==> config.mk <==
export PLATFORM = sky130hd
export DESIGN_NAME = gcl_gate_sched
export DESIGN_NICKNAME = d
export VERILOG_FILES = /design/src/rtl/gcl_gate_sched.sv
export SDC_FILE = /design/constraint.sdc
export NUM_CORES = 1
export LEC_CHECK = 0
export CORE_MARGIN = 2
export CORE_UTILIZATION = 45
export DETAILED_ROUTE_END_ITERATION = 8
export DONT_BUFFER_PORTS = 1
export PLACE_DENSITY = 0.7
export SYNTH_ARGS = -nofsm -noshare
export SYNTH_HDL_FRONTEND = slang
export SYNTH_SLANG_ARGS = --single-unit
==> constraint.sdc <==
create_clock -name clk -period 47.6 [get_ports clk]
set_clock_uncertainty 0.15 [all_clocks]
set_input_delay 2.38 -clock clk [delete_from_list [all_inputs] [get_ports clk]]
set_output_delay 2.38 -clock clk [all_outputs]
set_load 0.02 [all_outputs]
==> src/rtl/gcl_gate_sched.sv <==
// Per-port 802.1Qbv gate scheduler: holds a gate control list, steps through it on elapsed
// PTP nanoseconds and drives the per-queue gate open mask to the egress arbiter.
// Optional feature macro: GCL_PPS_ALIGN_EN (start/resync waits for the ns-field rollover).
module gcl_gate_sched #(
  parameter int unsigned DEPTH       = 16,
  parameter int unsigned MAX_STEP_NS = 1000,
  parameter int unsigned NS_WRAP     = 1_000_000_000,
  localparam int unsigned IdxW       = $clog2(DEPTH)
) (
  input  logic                clk,
  input  logic                rst,
  input  logic                gcl_en,
  input  logic                gcl_ld,
  input  logic [IdxW-1:0]     gcl_id,
  input  logic [8:0]          gcl_ld_data,
  input  logic                gcl_time_ld,
  input  logic [IdxW-1:0]     gcl_time_id,
  input  logic [19:0]         gcl_ld_time,
  input  logic [31:0]         sync_time_ptp_ns,
  output logic [7:0]          gate_state,
  output logic [IdxW-1:0]     gcl_ptr,
  output logic                cycle_start,
  output logic [DEPTH*9-1:0]  gcl_data_out
);

`ifdef GCL_PPS_ALIGN_EN
  typedef enum logic [1:0] {StIdle, StStart, StRun, StWaitAlign} state_e;
  localparam state_e StResync = StWaitAlign;
`else
  typedef enum logic [1:0] {StIdle, StStart, StRun} state_e;
  localparam state_e StResync = StStart;
`endif

  state_e          state_q, state_d;
  logic [8:0]      entry_q [DEPTH];
  logic [19:0]     intv_q  [DEPTH];
  logic [31:0]     prev_ns_q;
  logic [20:0]     elapsed_q, elapsed_d;
  logic [IdxW-1:0] ptr_q, ptr_d;
  logic [7:0]      gate_q, gate_d;
  logic            cs_q, cs_d;

  logic [31:0]     delta;
  logic [20:0]     acc;
  logic [IdxW-1:0] nxt_ptr;
  logic            step_big;

  // Table storage; writes land on the edge that samples the strobe and are always accepted.
  always_ff @(posedge clk or posedge rst) begin
    if (rst) begin
      for (int i = 0; i < DEPTH; i++) begin
        entry_q[i] <= 9'h0FF;
        intv_q[i]  <= '0;
      end
    end else begin
      if (gcl_ld)      entry_q[gcl_id]     <= gcl_ld_data;
      if (gcl_time_ld) intv_q[gcl_time_id] <= gcl_ld_time;
    end
  end

  // Elapsed-time arithmetic: wrap-aware delta, accumulator and successor entry.
  always_comb begin
    if (sync_time_ptp_ns >= prev_ns_q) delta = sync_time_ptp_ns - prev_ns_q;
    else                               delta = sync_time_ptp_ns + NS_WRAP - prev_ns_q;
    step_big = delta > MAX_STEP_NS;
    // Safe to truncate: acc is only used when delta <= MAX_STEP_NS.
    acc      = elapsed_q + delta[20:0];
    nxt_ptr  = (entry_q[ptr_q][8] || ptr_q == IdxW'(DEPTH - 1)) ? '0 : ptr_q + 1'b1;
  end

  // Next-state and registered-output logic.
  always_comb begin
    state_d   = state_q;
    gate_d    = gate_q;
    ptr_d     = ptr_q;
    elapsed_d = elapsed_q;
    cs_d      = 1'b0;
    if (!gcl_en) begin
      state_d   = StIdle;
      gate_d    = 8'hFF;
      ptr_d     = '0;
      elapsed_d = '0;
    end else begin
      unique case (state_q)
        StIdle: begin
          gate_d    = 8'hFF;
          ptr_d     = '0;
          elapsed_d = '0;
          state_d   = StResync;
        end
`ifdef GCL_PPS_ALIGN_EN
        StWaitAlign: begin
          gate_d    = 8'hFF;
          ptr_d     = '0;
          elapsed_d = '0;
          if (sync_time_ptp_ns < prev_ns_q) state_d = StStart;
        end
`endif
        StStart: begin
          ptr_d     = '0;
          elapsed_d = '0;
          gate_d    = entry_q[0][7:0];
          cs_d      = 1'b1;
          state_d   = StRun;
        end
        StRun: begin
          if (step_big) begin
            state_d = StResync;
          end else if (acc < {1'b0, intv_q[ptr_q]}) begin
            elapsed_d = acc;
          end else begin
            // Residual carries into the next entry; at most one advance per clock.
            elapsed_d = acc - {1'b0, intv_q[ptr_q]};
            ptr_d     = nxt_ptr;
            gate_d    = entry_q[nxt_ptr][7:0];
            cs_d      = (nxt_ptr == '0);
          end
        end
        default: state_d = StIdle;
      endcase
    end
  end

  // Scheduler state, previous PTP sample and output registers.
  always_ff @(posedge clk or posedge rst) begin
    if (rst) begin
      state_q   <= StIdle;
      prev_ns_q <= '0;
      elapsed_q <= '0;
      ptr_q     <= '0;
      gate_q    <= 8'hFF;
      cs_q      <= 1'b0;
    end else begin
      state_q   <= state_d;
      prev_ns_q <= sync_time_ptp_ns;
      elapsed_q <= elapsed_d;
      ptr_q     <= ptr_d;
      gate_q    <= gate_d;
      cs_q      <= cs_d;
    end
  end

  // Flatten the list for register readback, entry 0 in the low bits.
  always_comb begin
    gcl_data_out = '0;
    for (int i = 0; i < DEPTH; i++) gcl_data_out[i*9 +: 9] = entry_q[i];
  end

  assign gate_state  = gate_q;
  assign gcl_ptr     = ptr_q;
  assign cycle_start = cs_q;

endmodule
==> run summary, run 1 <==
The peak clock frequency supported by timing is 103 MHz. In this run the critical register-to-register path is launched from prev_ns_q[12]. The number of placement rows is 95.

After detailed routing, the average wire length per cell comes to 25.1 µm. The critical path data arrival time is 10.12 ns. TritonCTS built the clock tree. Setup repair after global routing left no endpoint under its margin. The post-detailed-route via-to-cell ratio came out at 6.18. The design draws 1570 µW. Measured along the y axis, the die boundary spans 265 µm. The number of antenna diodes is 0. The number of setup buffers added after CTS is 0.

The post-route core utilization is 50.2%. The sink count of the clock tree is 532. The floorplan step defined a die boundary enclosing 70000 µm². The final routed wirelength across all metal layers came out at 87.9 mm. The highest net fanout along the worst path is 28. The CTS H-tree depth is 2.

The pre-CTS worst setup slack came out at 37.32 ns. Leaving out fill and tap cells, the most frequent cell in the layout is sky130_fd_sc_hd__mux2_2. The worst-case reg-to-reg path depth is 28.

The remaining antenna violation count after routing came out at 0. The post-synthesis sequential area ratio came out at 44.1%. The net count reported at finish came out at 2792. In this run the clock root is driven by a sky130_fd_sc_hd__clkbuf_16. The number of hold buffers added after CTS is 0. The flip-flop and latch count after synthesis came out at 532. After synthesis, the share of flip-flops with an asynchronous set or reset is 100%.

The endpoint of the lowest-slack register-to-register path is cycle_start. The required arrival time at the worst endpoint came out at 48.00 ns. The distinct cell type count after synthesis came out at 84. The number of hold violations in the final report is 0. During placement, the flow inserted port buffers numbering 0.

The nature of the critical path endpoint is a register. The clock latency of the later-clocked register in the worst-skew pair is 0.65 ns. The synthesized cell area is 30600 µm². In the routed design, unresolved DRC markers number 0. The finished layout holds 3502 standard cells, fillers aside. Setup slack on the critical path of the routed design comes to 37.88 ns. The type of the setup path with the least slack is primary input to register. The floorplan step set the die width to 265 µm. The worst-case IR drop observed on VDD is 0.0479 mV. The number of instances resized during post-cts repair came out at 0. The mean cell area of the mapped netlist came out at 11.6 µm². The highest cell delay on the worst timing path came out at 0.57 ns.

The critical hold path startpoint is elapsed_q[12]. The number of antenna violations at the first check in global routing came to 0. The violation count after the first detailed-routing iteration is 1568.

The first-pass detailed-route iteration total is 8. The flow ran to the end, and the final reports show no timing, DRC or antenna violations. The clock slew seen by the registers of the worst setup and hold paths is 0.06 ns. The post-layout minimum cycle time came out at 9.72 ns. Across every metal layer, demand over resource in global routing totals 24.9%. Compared with the post-synthesis result, the final layout area differs by 10.4%. In this run the tightest slew margin relative to its limit is 19.8%. In the layout the commonest cells are sky130_fd_sc_hd__mux2_2, sky130_fd_sc_hd__dfrtp_1, sky130_fd_sc_hd__dfstp_2, sky130_fd_sc_hd__a21oi_1, sky130_fd_sc_hd__nand2_1. The buffering stage count on the worst path with inverters included came out at 1. At the pin with the least slew margin, the transition time is 1.20 ns. The core box area came out at 67200 µm². Across all register-to-register paths, the minimum setup slack is 39.22 ns.

The count of pins over their slew limit was 0. For hold timing, the worst endpoint is elapsed_q[12]. The static leakage came out at 0.0139 µW. The post-route netlist has 32.3% of its cells at a drive strength greater than 1. Summing over every cut layer, the via total after detailed routing is 21700. STA classifies the critical path startpoint as a primary input. After routing, the total negative slack on setup checks comes to 0 ns. The half-perimeter wire length after detailed placement is 59.8 mm. The first global-routing pass estimated 136 mm of wire. The congestion estimate from routability-driven global placement came to 0.963. The number of setup violations in the final report came out at 0. The gate count after technology mapping is 2635.

The total I/O pin count is 231. The power density of the placed cells is 46.4 nW/µm². The library cell appearing most often on the critical path is sky130_fd_sc_hd__a21oi_1.

For this configuration, the core starts out at a cell density of 45.5%. The final critical-path share of the clock period is 20.4%. The number of max-capacitance violations reported is 0. The total congestion overflow came out at 0. The cell depth of the worst min-delay path is 1. The cell count after placement is 3387. The pin count of the biggest net entering global routing came out at 180. The cell class contributing the biggest share of worst-path delay is compound AO/OA/AOI/OAI gates. Synthesis produced a netlist with a net count of 2850. The number of clock buffers inserted by TritonCTS is 61. The number of global-route vias before repair came to 22200. Among all stages on the critical path, the largest delay is contributed by sky130_fd_sc_hd__o21ai_0. The maximum clock path buffer count came out at 3. The number of synthesized flops with an enable pin came out at 0. The most used flip-flop cell after synthesis is sky130_fd_sc_hd__dfrtp_1. The class of the tightest hold or removal check is register to register. The number of warnings reported in the yosys synthesis log is 0.
==> cells by family after synthesis <==
group,Yosys count,synth area share [%]
muxes,638,24.7
xor gates and xnor gates,81,2.32
buffers and inverters,266,3.34
DFF,532,44.1
adders and majority gates,141,6.29
and+or+nand+nor,459,7.46
AOI/OAI and AO/OA,518,11.8
==> where the power goes <==
part | internal, µW | switching (µW)
Combinational | 174 | 180
Clock | 332 | 201
Sequential | 569 | 110
==> worst max-delay path by stage <==
stage,start,to,slack (ns),depth (start not counted)
2_1_floorplan,rst,cycle_start,30.43,1
3_3_place_gp,sync_time_ptp_ns[27],cycle_start,37.43,27
3_5_place_dp,sync_time_ptp_ns[12],gate_state[1],37.32,26
4_1_cts,sync_time_ptp_ns[12],cycle_start,37.99,27
5_1_grt,sync_time_ptp_ns[12],gate_state[1],37.34,26
6_report,sync_time_ptp_ns[12],cycle_start,37.88,27
==> stage by stage <==
step	instance area (µm²)	hold slack (ns)
final	33700	0.349
after global routing	33700	0.359
after CTS	33700	0.349
after detailed placement	31400	0.334
after global placement	31400	0.331
after floorplan	30600	0.312
==> per-layer routing <==
metal  vias to the layer above  share of wire (%)  global-route usage, %
met2                       684                 47                   40.8
li1                       9581                  -                      -
met4                         0                3.5                   8.35
met1                     11200                 43                   33.0
met5                         -                  0                      0
met3                       179                6.4                   4.90
==> state kept, by name, indices dropped and copies added (netlist names) <==
| signal | flops |
|---|---|
| state_q | 2 |
| intv_q | 320 |
| elapsed_q | 21 |
| prev_ns_q | 32 |
| cycle_start | 1 |
| gcl_data_out | 144 |
| gate_state | 8 |
| gcl_ptr | 4 |
==> cell usage after synthesis (all sizes together) (27+ instances only) <==
master | instances | area share, %
dfstp | 136 | 12
clkbuf | 118 | 1.5
a31oi | 27 | 0.55
mux2 | 483 | 18
xnor2 | 55 | 1.6
mux4 | 44 | 3.2
a21oi | 123 | 2.0
buf | 31 | 0.45
dfrtp | 396 | 32
o21ai | 73 | 1.2
a21o | 34 | 0.84
nand2 | 123 | 1.5
nor2 | 104 | 1.3
a221oi | 48 | 1.4
inv | 117 | 1.4
ha | 120 | 4.9
nand3 | 61 | 1.0
mux2i | 111 | 3.6
o21a | 33 | 0.81
==> cell type report <==
type / instances / area [µm²]
Inverter: 117 / 447
Multi-Input combinational cell: 1837 / 16100
Tap cell: 873 / 1090
Clock buffer: 80 / 1760
Fill cell: 5739 / 33400
Timing Repair Buffer: 28 / 235
Clock inverter: 35 / 563
Sequential cell: 532 / 13500
(Power assumes the default switching activity.)
==> run 2, diff against run 1 <==
Clock period 47.6 ns to 9.3 ns, I/O delays scaled along.
==> run 2 against run 1 <==
Net effect: clock power increased to 4.5 times the previous value; final area increased by 0.80%; setup slack got worse by 37 ns; total power increased to 4.9 times the previous value; critical path depth increased by 2; combinational power increased to 5.3 times the previous value; critical path type is now register to register; wire length increased by 0.85%; sequential share of layout area decreased by 0.32 points; highest routed layer is now met5; global-route usage increased by 0.36 points; non-clock buffer count increased by 63; flip-flop and latch count unchanged.
==> run summary, run 2 (synthesis gave the netlist of run 1 again) <==
Outcome: completed (unchanged). The wire length of the first global-routing pass came out at 138 mm (was 136 mm). The highest cell delay on the worst timing path came to 0.51 ns (was 0.57 ns). The number of max-capacitance violations reported came out at 0 (unchanged).

The net count reported at finish came out at 2852 (was 2792). The sequential group share of total power is 45.0% (was 43.4%). The violation count after the first detailed-routing iteration is 1762 (was 1568). The initial cell density of the core came to 45.5% (unchanged). The flip-flop count of the largest register after layout came out at 320 (unchanged). The area after detailed placement came out at 31400 µm² (about the same). The number of setup violations in the final report is 0 (unchanged). The sequential standard cell area came out at 13500 µm² (unchanged). The number of instances resized during post-cts repair is 0 (unchanged). For this run, the top clock speed supported by timing is 123 MHz. The nature of the critical path endpoint is a register (unchanged).

The pin count of the biggest net entering global routing was 175 (was 180). The static leakage came out at 0.0140 µW (was 0.0139 µW). The horizontal extent of the die came to 265 µm (unchanged).

Unrepaired setup endpoints after global routing: no (unchanged). The number of inserted filler cells in the final layout came out at 5823 (was 5739). The count of buffers inserted at the top-level ports came to 0 (unchanged).

The cell area after layout came out at 34000 µm² (was 33700 µm²). The post-layout minimum cycle time is 8.11 ns. The switching share of total power is 32.4% (was 31.4%). The commonest non-fill, non-tap cell in the layout was sky130_fd_sc_hd__mux2_2 (unchanged).

The peak ir drop on the vdd network is 0.173 mV (was 0.0479 mV). The CTS H-tree depth came out at 2 (unchanged). The required arrival time at the worst endpoint is 9.69 ns (was 48.00 ns). The sink count of the clock tree is 532 (unchanged). The relative contribution of combinational cells to total power is 24.2% (was 22.6%).

The power density of the placed cells came out at 227 nW/µm² (was 46.4 nW/µm²). The area growth from synthesis to layout was 11.3% (was 10.4%). The slowest cell on the critical path is sky130_fd_sc_hd__o41ai_1 (was sky130_fd_sc_hd__o21ai_0).

The number of antenna violations at the first check in global routing came out at 4 (was 0). The via count came out at 22100 (was 21700). The highest net fanout along the worst path is 20 (was 28). The number of global-route vias before repair was 23100 (was 22200).

The floorplan die area is 70000 µm² (unchanged). The clock latency of the later-clocked register in the worst-skew pair is 0.63 ns (was 0.65 ns). The core box area came out at 67200 µm² (unchanged). The TritonCTS clock tree is yes (unchanged). The type of the setup path with the least slack is register to register (was primary input to register). The clock network power share is 30.8% (was 34.1%). The number of placement rows came out at 95 (unchanged). The total congestion overflow was 0 (unchanged).

The critical path data arrival time came to 8.50 ns (was 10.12 ns). The maximum clock path buffer count is 3 (unchanged). The element type at the critical path start is a register (was primary input).

The final routed wirelength across all metal layers came out at 88.7 mm (was 87.9 mm). The top register by number of flip-flops is intv_q (unchanged). The final critical-path share of the clock period came out at 87.2%. The library cell appearing most often on the critical path is sky130_fd_sc_hd__ha_1 (was sky130_fd_sc_hd__a21oi_1).

The internal power component is 5220 µW (was 1070 µW). The clock tree root buffer cell was sky130_fd_sc_hd__clkbuf_16 (unchanged). The max-slew headroom at the worst pin came out at 18.3% (was 19.8%). The combined area of the multi-input logic cells was 16100 µm² (about the same). The clock slew seen by the registers of the worst setup and hold paths came out at 0.06 ns (about the same).

The routability congestion estimate from global placement came out at 0.928 (was 0.963). The share of layout cells above drive strength 1 came to 31.2% (was 32.3%). The first-pass detailed-route iteration total is 5 (was 8). The post-detailed-route via-to-cell ratio came out at 6.21 (was 6.18).

The number of DRC violations after detailed routing is 0 (unchanged). The slew at the pin with the worst max-slew slack is 1.22 ns (was 1.20 ns). The combined global-route utilization of all metal layers is 25.2% (was 24.9%). The half-perimeter wire length after detailed placement came to 60.0 mm (was 59.8 mm).

The final sum of negative setup slack came out at 0 ns (unchanged). The number of clock buffers inserted by TritonCTS is 58 (was 61). The vertical die dimension is 265 µm (unchanged). The count of pins over their slew limit is 0 (unchanged).

The remaining antenna violation count after routing came out at 0 (unchanged). The routed wirelength normalized by instance count is 24.9 µm (was 25.1 µm). The class of the tightest hold or removal check is primary input to register (was register to register).

Most frequent cells in the layout: sky130_fd_sc_hd__mux2_2, sky130_fd_sc_hd__dfrtp_1, sky130_fd_sc_hd__dfstp_2, sky130_fd_sc_hd__a21oi_1, sky130_fd_sc_hd__nand2_1 (unchanged). The total I/O pin count came out at 231 (unchanged). The number of hold violations in the final report is 0 (unchanged).

The switching power of the nets came to 2510 µW (was 492 µW).
## run 2: final timing paths
check                         startpoint                to  slack, ns  cells past startpoint
min in group asynchronous            rst        intv_q[66]       0.41                      2
min                            gcl_id[2]  gcl_data_out[35]       0.07                      2
max                         prev_ns_q[2]        gcl_ptr[3]       1.19                     29
max in group asynchronous            rst        intv_q[79]       6.11                      4
max reg2reg                 prev_ns_q[2]        gcl_ptr[3]       1.19                     29
min reg2reg                elapsed_q[18]     elapsed_q[18]       0.35                      1
## run 2: area by class of cell
class / count / share of cell area [%]
multi-input cells: 1837 / 47.5
flip-flops and latches: 532 / 39.7
clock buffers: 86 / 5.11
well taps: 873 / 3.21
repair buffers: 91 / 2.51
inverters: 117 / 1.30
clock inverters: 20 / 0.696
diodes: 1 / 0.00736
## run 2: power groups by stage
stage	registers [µW]	clock network [µW]	logic [µW]
6_report	3480	2380	1870
5_1_grt	3530	2510	2050
4_1_cts	3470	2420	1860
3_5_place_dp	3510	0	1800
3_3_place_gp	3460	0	1730
2_1_floorplan	3350	0	1440
## run 2: layer usage
layer,vias to the layer above,global-route usage (%),wire [µm]
met5,-,0,22
met4,4,9.40,3360
met3,213,4.04,5250
met2,753,41.2,42300
met1,11400,33.9,37800
li1,9732,-,-
## run 2: repair_timing
| action | 4_1_cts | 5_1_grt |
|---|---|---|
| buffers inserted | 0 | 0 |
| hold endpoints to repair | 544 | 0 |
| hold buffers | 63 | 0 |
## run 2: per-stage QoR
stage	hold slack (ns)	util (%)	worst slack [ns]	std cells	total power, µW
final	0.0676	50.6	1.19	3557	7720
after global routing	0.0589	50.6	0.487	3557	8090
after CTS	0.0355	50.6	1.31	3556	7760
after detailed placement	0.330	46.7	1.33	3387	5310
after global placement	0.328	46.7	1.53	3387	5190
after floorplan	0.312	-	1.56	2635	4780
## run 2: worst max-delay path, delay by kind of cell (launching register included)
kind	cells	cell delay, ns
AOI/OAI and AO/OA	11	3.27
xor gates and xnor gates	1	0.20
adders and majority gates	4	1.27
buffers and inverters	3	0.48
DFF	1	0.39
muxes	1	0.31
and+or+nand+nor	9	1.90
==> run 3, diff against run 2 <==
Settings changed: CORE_MARGIN 2 to 5, CTS_BUF_LIST set to sky130_fd_sc_hd__clkbuf_2, REMOVE_ABC_BUFFERS set to 1.
==> run 3 against run 2 <==
Net effect: count of clock-buffer cells in the layout increased by 119; first-iteration DRC count fell by 0.85%; wire length up 3.2%; non-clock buffer count is 115 higher; critical path type is now primary input to register; largest cell class unchanged; highest routed layer unchanged.
==> run summary, run 3 (synthesis gave the netlist of run 1 again) <==
Outcome: completed (unchanged). The net count reported at finish is 3051 (was 2852). The clock slew seen by the registers of the worst setup and hold paths was 0.10 ns (was 0.06 ns).

The total I/O pin count is 231 (unchanged). The post-detailed-route via-to-cell ratio was 6.07 (was 6.21). The sequential standard cell area came out at 13500 µm² (unchanged). The peak clock frequency supported by timing was 117 MHz (was 123 MHz).

The core box area is 67300 µm² (was 67200 µm²). The number of max-capacitance violations reported is 0 (unchanged). The worst-case reg-to-reg path depth was 27 (was 29). The wire length of the first global-routing pass is 143 mm (was 138 mm).

The share of layout cells above drive strength 1 was 33.0% (was 31.2%). The clock tree root buffer cell is sky130_fd_sc_hd__clkbuf_2 (was sky130_fd_sc_hd__clkbuf_16). The slowest cell on the critical path is sky130_fd_sc_hd__dlygate4sd3_1 (was sky130_fd_sc_hd__o41ai_1).

The slew at the pin with the worst max-slew slack is 1.11 ns (was 1.22 ns). The combined global-route utilization of all metal layers was 24.6% (was 25.2%). The endpoint of the worst setup timing path is elapsed_q[11] (was gcl_ptr[3]). The class of the tightest hold or removal check is primary input to register (unchanged).

The violation count after the first detailed-routing iteration came out at 1747 (was 1762). The internal reg-to-reg setup slack is 0.94 ns (was 1.19 ns). The number of global-route vias before repair came out at 24300 (was 23100).

Most frequent cells in the layout: sky130_fd_sc_hd__mux2_2, sky130_fd_sc_hd__dfrtp_1, sky130_fd_sc_hd__clkbuf_2, sky130_fd_sc_hd__dlygate4sd3_1, sky130_fd_sc_hd__dfstp_2 (was sky130_fd_sc_hd__mux2_2, sky130_fd_sc_hd__dfrtp_1, sky130_fd_sc_hd__dfstp_2, sky130_fd_sc_hd__a21oi_1, sky130_fd_sc_hd__nand2_1). The maximum clock path buffer count is 3 (unchanged). The critical path data arrival time came out at 9.48 ns (was 8.50 ns). The commonest non-fill, non-tap cell in the layout is sky130_fd_sc_hd__mux2_2 (unchanged). The area growth from synthesis to layout came out at 12.9% (was 11.3%). The origin of the critical flop-to-flop path is prev_ns_q[12] (was prev_ns_q[2]). The number of antenna violations at the first check in global routing came out at 4 (unchanged). The cell count after placement is 3388 (was 3387). The source of the critical timing path is sync_time_ptp_ns[24] (was prev_ns_q[2]).

The remaining antenna violation count after routing is 0 (unchanged). The number of placement rows came out at 95 (unchanged). The post-layout minimum cycle time is 8.54 ns (was 8.11 ns). The pin count of the biggest net entering global routing is 87 (was 175). The half-perimeter wire length after detailed placement came out at 60.7 mm (was 60.0 mm). The top register by number of flip-flops was intv_q (unchanged). The element type at the critical path start is a primary input (was register). The number of setup violations in the final report was 0 (unchanged).

The number of clock buffers inserted by TritonCTS came out at 142 (was 58). The initial cell density of the core came to 45.4% (was 45.5%). The nature of the critical path endpoint is a register (unchanged). Unrepaired setup endpoints after global routing: no (unchanged).

The floorplan die area is 73200 µm² (was 70000 µm²). The max-slew headroom at the worst pin is 25.7% (was 18.3%). The vertical die dimension is 271 µm (was 265 µm).

The highest net fanout along the worst path is 20 (unchanged). The count of buffers inserted at the top-level ports came to 0 (unchanged). The highest cell delay on the worst timing path is 0.57 ns (was 0.51 ns). The final critical-path share of the clock period is 91.8% (was 87.2%).

The routability congestion estimate from global placement was 0.944 (was 0.928). The number of hold violations in the final report came to 0 (unchanged). The total congestion overflow is 0 (unchanged). The number of DRC violations after detailed routing was 0 (unchanged). The routed wirelength normalized by instance count came out at 24.0 µm (was 24.9 µm).

The number of inserted filler cells in the final layout is 5860 (was 5823). The post-route core utilization is 51.3% (was 50.6%). The TritonCTS clock tree was yes (unchanged).

The sink count of the clock tree is 532 (unchanged). The static leakage came out at 0.0145 µW (was 0.0140 µW). The type of the setup path with the least slack is primary input to register (was register to register).

The required arrival time at the worst endpoint is 10.24 ns (was 9.69 ns). The clock latency of the later-clocked register in the worst-skew pair came out at 1.35 ns (was 0.63 ns). The first-pass detailed-route iteration total came out at 6 (was 5). The via count came out at 23100 (was 22100). The power density of the placed cells came out at 205 nW/µm² (was 227 nW/µm²). The endpoint of the lowest-slack register-to-register path was elapsed_q[11] (was gcl_ptr[3]).

The horizontal extent of the die came out at 271 µm (was 265 µm). The final routed wirelength across all metal layers came out at 91.5 mm (was 88.7 mm). The flip-flop count of the largest register after layout came to 320 (unchanged). The CTS H-tree depth is 4 (was 2).

The combined area of the multi-input logic cells came to 16100 µm² (about the same). The peak ir drop on the vdd network was 0.127 mV (was 0.173 mV). The number of standard cells in the final layout excluding fillers came to 3811 (was 3557). The count of pins over their slew limit is 0 (unchanged).
-- run 3: cell count changes in the layout (fill, tap and decap cells not counted), sizes merged --
cell	delta
clkinv	+12
bufinv	-2
buf	+5
clkinvlp	-1
diode	+4
clkbuf	+119
inv	+7
dlygate4sd3	+110
-- run 3: area by class of cell --
class                           instances  area share, %
Timing Repair Buffer                  206           5.94
Inverter                              117           1.29
Antenna cell                            5         0.0363
Clock inverter                         36          0.693
Sequential cell                       532           39.1
Tap cell                              873           3.17
Multi-Input combinational cell       1837           46.8
Clock buffer                          205           2.97
-- run 3: worst min-delay path by stage --
stage	cells past startpoint	from	to	slack (ns)
2_1_floorplan	1	elapsed_q[10]	elapsed_q[10]	0.31
3_3_place_gp	1	rst	intv_q[102]	0.31
3_5_place_dp	1	rst	intv_q[302]	0.32
4_1_cts	2	gcl_ld_time[7]	intv_q[47]	0.002
5_1_grt	2	gcl_ld_time[6]	intv_q[46]	0.05
6_report	7	sync_time_ptp_ns[21]	state_q[1]	0.15
-- run 3: timing repair --
action,4_1_cts,5_1_grt
gates resized for setup,0,0
endpoints found under the hold margin,683,0
buffers inserted,0,0
hold buffers,177,0
-- run 3: power by group --
part | total (µW) | switching (µW) | leakage (µW) | internal [µW]
clock | 1660 | 1010 | 0.000967 | 655
sequential | 3480 | 571 | 0.00630 | 2900
combinational | 1920 | 963 | 0.00726 | 962
total | 7060 | 2540 | 0.0145 | 4520
-- run 3: through the flow --
stage                     setup WS [ns]  hold slack, ns  TNS (ns)  cell area [µm²]  power [µW]
final                             0.765           0.145         0            34500        7060
after global routing              0.166          0.0454         0            34500        7480
after CTS                          1.01         0.00170         0            34500        7100
after detailed placement           1.05           0.322         0            31400        5300
after global placement             1.39           0.310         0            31400        5180
after floorplan                   -5.96           0.312  -2603.19            30000        4760
-- run 3: critical path: cells and delay by family --
family	cells	cell delay [ns]
AOI/OAI and AO/OA	10	2.91
xor gates and xnor gates	1	0.16
adders and majority gates	3	1.07
buffers and inverters	5	2.09
muxes	2	0.48
and+or+nand+nor	8	2.26
-- run 3: layer usage --
| layer | part of all wire (%) | global-route usage (%) | wire [µm] | vias to the layer above |
|---|---|---|---|---|
| li1 | - | - | - | 10200 |
| met1 | 43 | 32.7 | 38900 | 11800 |
| met2 | 47 | 39.6 | 43300 | 855 |
| met3 | 6.2 | 5.07 | 5630 | 228 |
| met4 | 4.0 | 10.1 | 3630 | 2 |
| met5 | 0.014 | 0 | 13 | - |
